File: config.mk
export PLATFORM = sky130hd
export DESIGN_NAME = fir_out_formatter_flat
export DESIGN_NICKNAME = d
export VERILOG_FILES = /design/src/rtl/fir_out_formatter_if.sv /design/src/rtl/fir_out_formatter.sv /design/src/flat_wrapper.sv
export SDC_FILE = /design/constraint.sdc
export NUM_CORES = 1
export LEC_CHECK = 0
export ABC_AREA = 0
export CELL_PAD_IN_SITES_DETAIL_PLACEMENT = 1
export CELL_PAD_IN_SITES_GLOBAL_PLACEMENT = 2
export CORE_ASPECT_RATIO = 1.2
export CORE_MARGIN = 2
export CORE_UTILIZATION = 43
export DETAILED_ROUTE_END_ITERATION = 7
export PLACE_DENSITY = 0.77
export SYNTH_ARGS = -nofsm -noshare
export SYNTH_HDL_FRONTEND = slang
export SYNTH_SLANG_ARGS = --single-unit
File: constraint.sdc
create_clock -name clk -period 4.48 [get_ports clk]
set_clock_uncertainty 0.05 [all_clocks]
set_input_delay 0.896 -clock clk [delete_from_list [all_inputs] [get_ports clk]]
set_output_delay 0.896 -clock clk [all_outputs]
set_load 0.1 [all_outputs]
File: src/rtl/fir_out_formatter_if.sv
// Bus bundle for fir_out_formatter: sample input, FIFO output handshake, status flags.
// The master side feeds samples and consumes dout; the slave side is the formatter.
interface fir_out_formatter_if #(
  parameter int unsigned FIFO_DEPTH = 8
) ();
  localparam int unsigned FILL_W = $clog2(FIFO_DEPTH) + 1;

  logic [31:0]       yin;
  logic              yin_valid;
  logic [15:0]       dout;
  logic              dout_valid;
  logic              dout_ready;
  logic [FILL_W-1:0] fill_level;
  logic              sat_flag;
  logic              ovf_flag;
  logic              clr_flags;

  modport master (
    output yin, yin_valid, dout_ready, clr_flags,
    input  dout, dout_valid, fill_level, sat_flag, ovf_flag
  );

  modport slave (
    input  yin, yin_valid, dout_ready, clr_flags,
    output dout, dout_valid, fill_level, sat_flag, ovf_flag
  );
endinterface

File: src/rtl/fir_out_formatter.sv
// fir_out_formatter: Q2.30 FIR accumulator -> Q1.15 sample stream.
// Round-half-up, optional saturation, decimation by DECIM, FWFT output FIFO.
// Optional feature macro: FIR_OUT_SAT_EN (clip to Q1.15 range and report via sat_flag);
// when undefined the result wraps (r[30:15]) and sat_flag stays 0.
module fir_out_formatter #(
  parameter int unsigned DECIM      = 1,
  parameter int unsigned FIFO_DEPTH = 8,
  parameter int unsigned CNT_W      = 4
) (
  input  logic                 clk,
  input  logic                 reset,
  fir_out_formatter_if.slave   bus
);
  localparam int unsigned PTR_W = $clog2(FIFO_DEPTH);
  localparam int unsigned FILL_W = PTR_W + 1;
  localparam logic [CNT_W-1:0]  CNT_LAST = CNT_W'(DECIM - 1);
  localparam logic [FILL_W-1:0] FILL_FULL = FILL_W'(FIFO_DEPTH);

  logic              s1_v_q, s1_v_d;
  logic [15:0]       s1_data_q, s1_data_d;
  logic              s1_clip_q, s1_clip_d;
  logic [CNT_W-1:0]  cnt_q, cnt_d;
  logic [15:0]       mem_q [FIFO_DEPTH];
  logic [15:0]       mem_d [FIFO_DEPTH];
  logic [PTR_W-1:0]  wr_ptr_q, wr_ptr_d;
  logic [PTR_W-1:0]  rd_ptr_q, rd_ptr_d;
  logic [FILL_W-1:0] fill_q, fill_d;
  logic              sat_q, sat_d;
  logic              ovf_q, ovf_d;

  logic [32:0]       r_c;
  logic [15:0]       q_c;
  logic              clip_c;
  logic              push_c, pop_c, full_c, wr_en_c;
  logic              unused_c;

  // Round-half-up in 33 bits, then clip or wrap down to 16 bits
  always_comb begin
    r_c    = {bus.yin[31], bus.yin} + 33'h0_0000_4000;
    clip_c = 1'b0;
`ifdef FIR_OUT_SAT_EN
    q_c = r_c[30:15];
    if ((r_c[32] != r_c[31]) || (r_c[32] != r_c[30])) begin
      clip_c = 1'b1;
      q_c    = r_c[32] ? 16'h8000 : 16'h7FFF;
    end
    unused_c = ^r_c[14:0];
`else
    q_c      = r_c[30:15];
    unused_c = ^{r_c[32:31], r_c[14:0]};
`endif
  end

  // Next-state for stage 1, decimation, FIFO and sticky flags
  always_comb begin
    s1_v_d    = bus.yin_valid;
    s1_data_d = q_c;
    s1_clip_d = clip_c;

    push_c  = s1_v_q && (cnt_q == CNT_LAST);
    pop_c   = (fill_q != '0) && bus.dout_ready;
    full_c  = (fill_q == FILL_FULL);
    wr_en_c = push_c && (!full_c || pop_c);

    cnt_d = cnt_q;
    if (s1_v_q) begin
      cnt_d = (cnt_q == CNT_LAST) ? '0 : cnt_q + CNT_W'(1);
    end

    mem_d = mem_q;
    if (wr_en_c) begin
      mem_d[wr_ptr_q] = s1_data_q;
    end

    wr_ptr_d = wr_en_c ? wr_ptr_q + PTR_W'(1) : wr_ptr_q;
    rd_ptr_d = pop_c   ? rd_ptr_q + PTR_W'(1) : rd_ptr_q;

    fill_d = fill_q;
    unique case ({wr_en_c, pop_c})
      2'b10:   fill_d = fill_q + FILL_W'(1);
      2'b01:   fill_d = fill_q - FILL_W'(1);
      default: fill_d = fill_q;
    endcase

    // A set event in the clearing cycle wins over the clear
    sat_d = (sat_q && !bus.clr_flags) || (s1_v_q && s1_clip_q);
    ovf_d = (ovf_q && !bus.clr_flags) || (push_c && full_c && !pop_c);
  end

  // State registers, all cleared by the asynchronous reset
  always_ff @(posedge clk or negedge reset) begin
    if (!reset) begin
      s1_v_q    <= 1'b0;
      s1_data_q <= '0;
      s1_clip_q <= 1'b0;
      cnt_q     <= '0;
      mem_q     <= '{default: '0};
      wr_ptr_q  <= '0;
      rd_ptr_q  <= '0;
      fill_q    <= '0;
      sat_q     <= 1'b0;
      ovf_q     <= 1'b0;
    end else begin
      s1_v_q    <= s1_v_d;
      s1_data_q <= s1_data_d;
      s1_clip_q <= s1_clip_d;
      cnt_q     <= cnt_d;
      mem_q     <= mem_d;
      wr_ptr_q  <= wr_ptr_d;
      rd_ptr_q  <= rd_ptr_d;
      fill_q    <= fill_d;
      sat_q     <= sat_d;
      ovf_q     <= ovf_d;
    end
  end

  // Outputs come straight from registers (FWFT head of FIFO)
  assign bus.dout       = mem_q[rd_ptr_q];
  assign bus.dout_valid = (fill_q != '0);
  assign bus.fill_level = fill_q;
  assign bus.sat_flag   = sat_q;
  assign bus.ovf_flag   = ovf_q;
endmodule

File: src/flat_wrapper.sv
// flat-port wrapper written by rule: the top's interface ports become plain ports
module fir_out_formatter_flat 
#(
  parameter int unsigned DECIM      = 1,
  parameter int unsigned FIFO_DEPTH = 8,
  parameter int unsigned CNT_W      = 4
)
  (clk, reset, bus_yin, bus_yin_valid, bus_dout_ready, bus_clr_flags, bus_dout, bus_dout_valid, bus_fill_level, bus_sat_flag, bus_ovf_flag);
  fir_out_formatter_if #(.FIFO_DEPTH(FIFO_DEPTH)) bus_i ();
  input  logic clk;
  input  logic reset;
  input wire logic [$bits(bus_i.yin)-1:0] bus_yin;
  input wire logic [$bits(bus_i.yin_valid)-1:0] bus_yin_valid;
  input wire logic [$bits(bus_i.dout_ready)-1:0] bus_dout_ready;
  input wire logic [$bits(bus_i.clr_flags)-1:0] bus_clr_flags;
  output wire logic [$bits(bus_i.dout)-1:0] bus_dout;
  output wire logic [$bits(bus_i.dout_valid)-1:0] bus_dout_valid;
  output wire logic [$bits(bus_i.fill_level)-1:0] bus_fill_level;
  output wire logic [$bits(bus_i.sat_flag)-1:0] bus_sat_flag;
  output wire logic [$bits(bus_i.ovf_flag)-1:0] bus_ovf_flag;
  assign bus_i.yin = bus_yin;
  assign bus_i.yin_valid = bus_yin_valid;
  assign bus_i.dout_ready = bus_dout_ready;
  assign bus_i.clr_flags = bus_clr_flags;
  assign bus_dout = bus_i.dout;
  assign bus_dout_valid = bus_i.dout_valid;
  assign bus_fill_level = bus_i.fill_level;
  assign bus_sat_flag = bus_i.sat_flag;
  assign bus_ovf_flag = bus_i.ovf_flag;
  fir_out_formatter #(.DECIM(DECIM), .FIFO_DEPTH(FIFO_DEPTH), .CNT_W(CNT_W)) u_core (.clk(clk), .reset(reset), .bus(bus_i));
endmodule
Yosys cells after proc, flatten, opt, wreduce, memory -nomap -nowiden
Index checks and enable logic that the tools add are counted.

Memory bits (writable): 0. Memory bits (read-only): 0. Register bits after elaboration: 161. Latch bits: 0. Input bits: 37. Memories kept: 0. Word-level logic and storage cells: 54. Output and inout bits: 23.

Bitwise gates (word level): 2. Div/mod/pow operators: 0. Reductions and logical operators: 16. Muxes and demuxes: 8. Add/sub/neg operators: 6. $lt $le $gt $ge: 3. Multiply operators: 0. Equality and inequality tests: 3. Shift operators: 0.

Operators by type and width (number): bitwise mux 128 bit (1); binary-select mux 16 bit (select 3 bit) (1); demux 16 bit (select 3 bit) (1); two-way mux 16 bit (3); adder 31 x 16 -> 31 bit (second input constant) (1); adder 4 x 1 -> 4 bit (second input constant) (2); >= comparator 4 bit (second input constant) (2); logical AND 1 bit (8); NOT 3 -> 4 bit (2); one-hot mux 4 bit (2 select lines) (1); adder 3 x 1 -> 3 bit (second input constant) (2); == test 4 bit (second input constant) (1); zero test 4 bit (1); < comparator 4 x 1 -> 1 bit (second input constant) (1); two-way mux 4 bit (1); nonzero test 4 bit (1); subtractor 4 x 1 -> 4 bit (second input constant) (1); zero test 1 bit (3); == test 2 x 1 -> 1 bit (second input constant) (1); == test 2 bit (second input constant) (1); logical OR 1 bit (2); nonzero test 2 bit (1).

Logic depth before layout (Yosys ltp)
Word-level depth: 6. Gate-level depth with buffers: 12. Depth with buffers taken out: 11.

Least setup slack after synthesis
Ideal clock, no wire load.

Path kind: reg-to-reg. Start point: register u_core.fill_q[1], in the netlist u_core.bus.fill_level[1]. End point: register u_core.fill_q[3], in the netlist u_core.bus.fill_level[3]. Clock period less this slack: 3780 ps. Arrival time: 3640 ps. Buffers on the path: 2. Slack: 700 ps. Cell stages (with the launch flop): 10. Required time: 4340 ps. Library setup time: 90 ps. Cell sequence: dfrtp_1 > buf_4 > or4_1 > nand2_1 > inv_1 > ha_1 > clkbuf_1 > or4b_2 > a21o_1 > o221ai_1.

Longest elaborated chain between the ends: 6. Elaborated cells between the ends (all ways): 12. Those cells by class: add/sub: 2; eq/ne: 3; mux: 1; reduce/logical: 6.

Ends and longest elaborated chain: start: declaration (RTL line fir_out_formatter.sv:27) `logic [FILL_W-1:0] fill_q, fill_d;`; start signal: assignment (RTL line fir_out_formatter.sv:111) `fill_q <= fill_d;`; nonzero test 4 bit (*); via bus_dout_valid (RTL line flat_wrapper.sv:17) `output wire logic [$bits(bus_i.dout_valid)-1:0] bus_dout_valid;`; logical AND 1 bit (*) (RTL line fir_out_formatter.sv:61) `pop_c = (fill_q != '0) && bus.dout_ready;`; via u_core.pop_c (RTL line fir_out_formatter.sv:34) `logic push_c, pop_c, full_c, wr_en_c;`; logical OR 1 bit (RTL line fir_out_formatter.sv:63) `wr_en_c = push_c && (!full_c || pop_c);`; logical AND 1 bit (RTL line fir_out_formatter.sv:63); == test 2 x 1 -> 1 bit / == test 2 bit (equally long branches) (RTL line fir_out_formatter.sv:79) `unique case ({wr_en_c, pop_c})`; one-hot mux 4 bit (2 select lines) / nonzero test 2 bit (equally long branches).

The timed path passes the listed nets; every way through them passes the cells marked *. A chain may end at the register's enable or synchronous reset.

Worst setup path after layout
Start point: register u_core.fill_q[0], in the netlist u_core.bus.fill_level[0]. End point: output bus_dout_valid.

Longest elaborated chain between the ends: 1.

Ends and longest elaborated chain: nonzero test 4 bit (RTL line fir_out_formatter.sv:119) `assign bus.dout_valid = (fill_q != '0);`; end: declaration (RTL line flat_wrapper.sv:17).

No other way between the ends.

==> metrics.txt <==
GRT Total Usage 0.191; crit-path leading delay family buffers and inverters; Final Hold Viols 0; crit path DAT 2540 ps; CTS Hold Bufs 0; post-synthesis xor/xnor area fraction 0.0291; CP Max Fanout 9; crit path buf inv count 1; largest net degree at the start of global routing roughly 100; Post-Synth Adder-Cell Area 0.0133; layout cell share with drive strength beyond 1 0.455; Fmax 0.287 GHz; first-pass GRT wire length between 20,000 and 30,000 µm; mux share of post-synthesis cell area 0.322; Final Total Pwr 0.00731 W; synth warn 0; gpl congestion 0.737; reg2reg start u_core.cnt_q[0]$_DFFE_PN0P_; top cell type by total area after synthesis dfrtp_1; remaining antenna violation count 0; Ant. Diodes 0; die area 18,600 µm²; critical path class reg -> out; post-synthesis compound-gate area fraction 0.0264; max-slew violations 0; total gr overflow 0; Ports 60; r2r worst-path depth 9; Seq/Total Area, Yosys 0.535; Synth Area in Simple Gates 0.0452; clock latency at the later pin of the worst-skew pair ~430 ps; status completed; HPWL after DPL between 10,000 and 15,000 µm; CTS max path bufs 2; Clock transition at path regs about 60 ps; top post-synthesis cells by area dfrtp_1 (53%), mux2_2 (20%), mux4_2 (9.6%); Syn Inst Count between 400 and 500; Root Buffer Master clkbuf_16; Vias about 4,300; initial antenna violation count 0; FP Rows 53; main combinational cell family by area after synthesis multiplexers; hold crit path type reg -> reg; core box area ~17,000 µm²; Hold Crit Start u_core.mem_q[34]$_DFFE_PN0P_; Req. time, crit path 3530 ps; Initial DRT Pass Iterations 4; RSZ-0062 raised after global routing no; total negative slack 0 ps; most frequent cells in the layout dfrtp_1 (160), mux2_2 (134), mux4_2 (32); CP endpoint kind output port; Tcrit/Tclk final 0.779; post-placement setup slack 955 ps; Cell Area, Synth between 7000 and 8000 µm²; WL final between 15,000 and 20,000 µm; Hold Path End u_core.mem_q[34]$_DFFE_PN0P_; Syn Area/Cell between 15 and 20 µm²; initial core utilization 0.434; post-synth cell types 47; vias in the first global route between 4,000 and 5,000; Leakage about 3.9 nW; chip width 125 µm; CTS tree built; Worst IR Drop VDD roughly 0.52 mV; Synthesized Nets around 530; fin nets 580; Min-Delay Path Depth 1; worst r2r dst u_core.bus.fill_level[3]$_DFFE_PN0P_; via/cell ratio 5.60; Vert. Die Dim 149 µm; Period minus WS final 3490 ps; Clock Sinks 161; slowest CP cell clkdlybuf4s50_1; reg2reg setup slack between 1000 and 1500 ps; CP cell instances or4_1 > clkdlybuf4s50_1; WL/cell approximately 22 µm; PostCTS Resize Cnt 0; Setup-failing EPs final 0; total CTS buffers 17; P per Cell Area 830 nW/µm²; Slew Limit Headroom 0.285; max incr delay on CP 1000 ps; H-tree levels 4; Max-Cap Viols 0; I/O Buffers 44; leading cell type in the layout, fill and taps excluded dfrtp_1; Detailed Route Iter0 Violations between 150 and 200; Setup Fix Bufs, Post-CTS 0; area share of the largest cell type after synthesis 0.535; CP Launch Type flip-flop; Worst Tran Pin Value between 1000 and 1500 ps; Area Overhead vs Synth 17.0%; register bit total from synthesis between 150 and 200; DRC errors left 0; Final WS setup about 1000 ps
[kinds of logic (layout without fill, tap and decap cells)]
| kind of cell | Yosys count | in the layout |
|---|---|---|
| compound gates | 18 | 18 |
| fa+ha+maj | 8 | 8 |
| simple gates | 57 | 57 |
| flops | 161 | 161 |
| buf+inv | 39 | 98 |
| mux | 180 | 180 |
| xor+xnor | 25 | 25 |
[worst max-delay path by stage]
stage                                              start                              endpoint  slack (ps)  cells past startpoint
floorplan           u_core.bus.fill_level[1]$_DFFE_PN0P_  u_core.bus.fill_level[3]$_DFFE_PN0P_         700                      9
global placement                          bus_dout_ready  u_core.bus.fill_level[3]$_DFFE_PN0P_         980                      9
detailed placement                        bus_dout_ready  u_core.bus.fill_level[3]$_DFFE_PN0P_         960                      9
CTS                       u_core.rd_ptr_q[0]$_DFFE_PN0P_                           bus_dout[4]         950                      4
global route              u_core.rd_ptr_q[0]$_DFFE_PN0P_                           bus_dout[4]         900                      4
finish              u_core.bus.fill_level[0]$_DFFE_PN0P_                        bus_dout_valid         990                      2
[layout make-up]
cell class	instances	area, µm²
inverters	9	33.8
well taps	220	275
multi-input cells	288	3280
repair buffers	58	519
fillers	1696	8560
clock buffers	19	443
flip-flops and latches	161	4030
clock inverters	12	231
[routing by layer]
metal / share of wire / GRT usage / up-vias
met5: 0 / 0 / -
met4: 0.020 / 0.0733 / 0
met3: 0.024 / 0.0323 / 21
met2: 0.52 / 0.331 / 73
met1: 0.44 / 0.243 / 2302
li1: - / - / 1896
[cell usage after synthesis (all sizes together)]
cell,count
a2111oi,3
a211oi,3
a21o,1
a21oi,2
buf,20
clkbuf,10
dfrtp,161
ha,8
inv,9
mux2,147
mux2i,1
mux4,32
nand2,8
nand2b,2
nand3,8
nand3b,3
nand4,6
nand4bb,1
nor2,7
nor2b,4
nor3,3
nor3b,2
nor4,6
nor4bb,1
o2111a,1
o211ai,3
o21a,1
o21ai,1
o221ai,1
o22ai,1
o41ai,1
or2,1
or3,1
or3b,1
or4,2
or4b,1
xnor2,11
xor2,14
[flip-flops by register name, summed over array words and instances (netlist names)]
| signal | flops |
|---|---|
| u_core.mem_q | 128 |
| u_core.s1_data_q | 16 |
| u_core.bus.fill_level | 4 |
| u_core.cnt_q | 4 |
| u_core.rd_ptr_q | 3 |
| u_core.wr_ptr_q | 3 |
| u_core.bus.ovf_flag | 1 |
| u_core.bus.sat_flag | 1 |
| u_core.s1_v_q | 1 |
[metrics by stage]
step	cells	hold slack (ps)	cell area [µm²]	utilization
2_1_floorplan	488	403	7540	-
3_3_place_gp	736	412	8140	0.469
3_5_place_dp	736	427	8140	0.469
4_1_cts	767	442	8810	0.507
5_1_grt	767	463	8810	0.507
6_report	767	438	8810	0.507
[power by group]
group	internal, W	leakage (nW)	switching, W	total [W]
clock network	0.00106	0.317	0.000600	0.00166
registers	0.00199	2.04	0.000435	0.00242
logic	0.00129	1.49	0.00194	0.00323
total	0.00434	3.85	0.00298	0.00731
No activity file was read; power rests on OpenSTA's default activity.
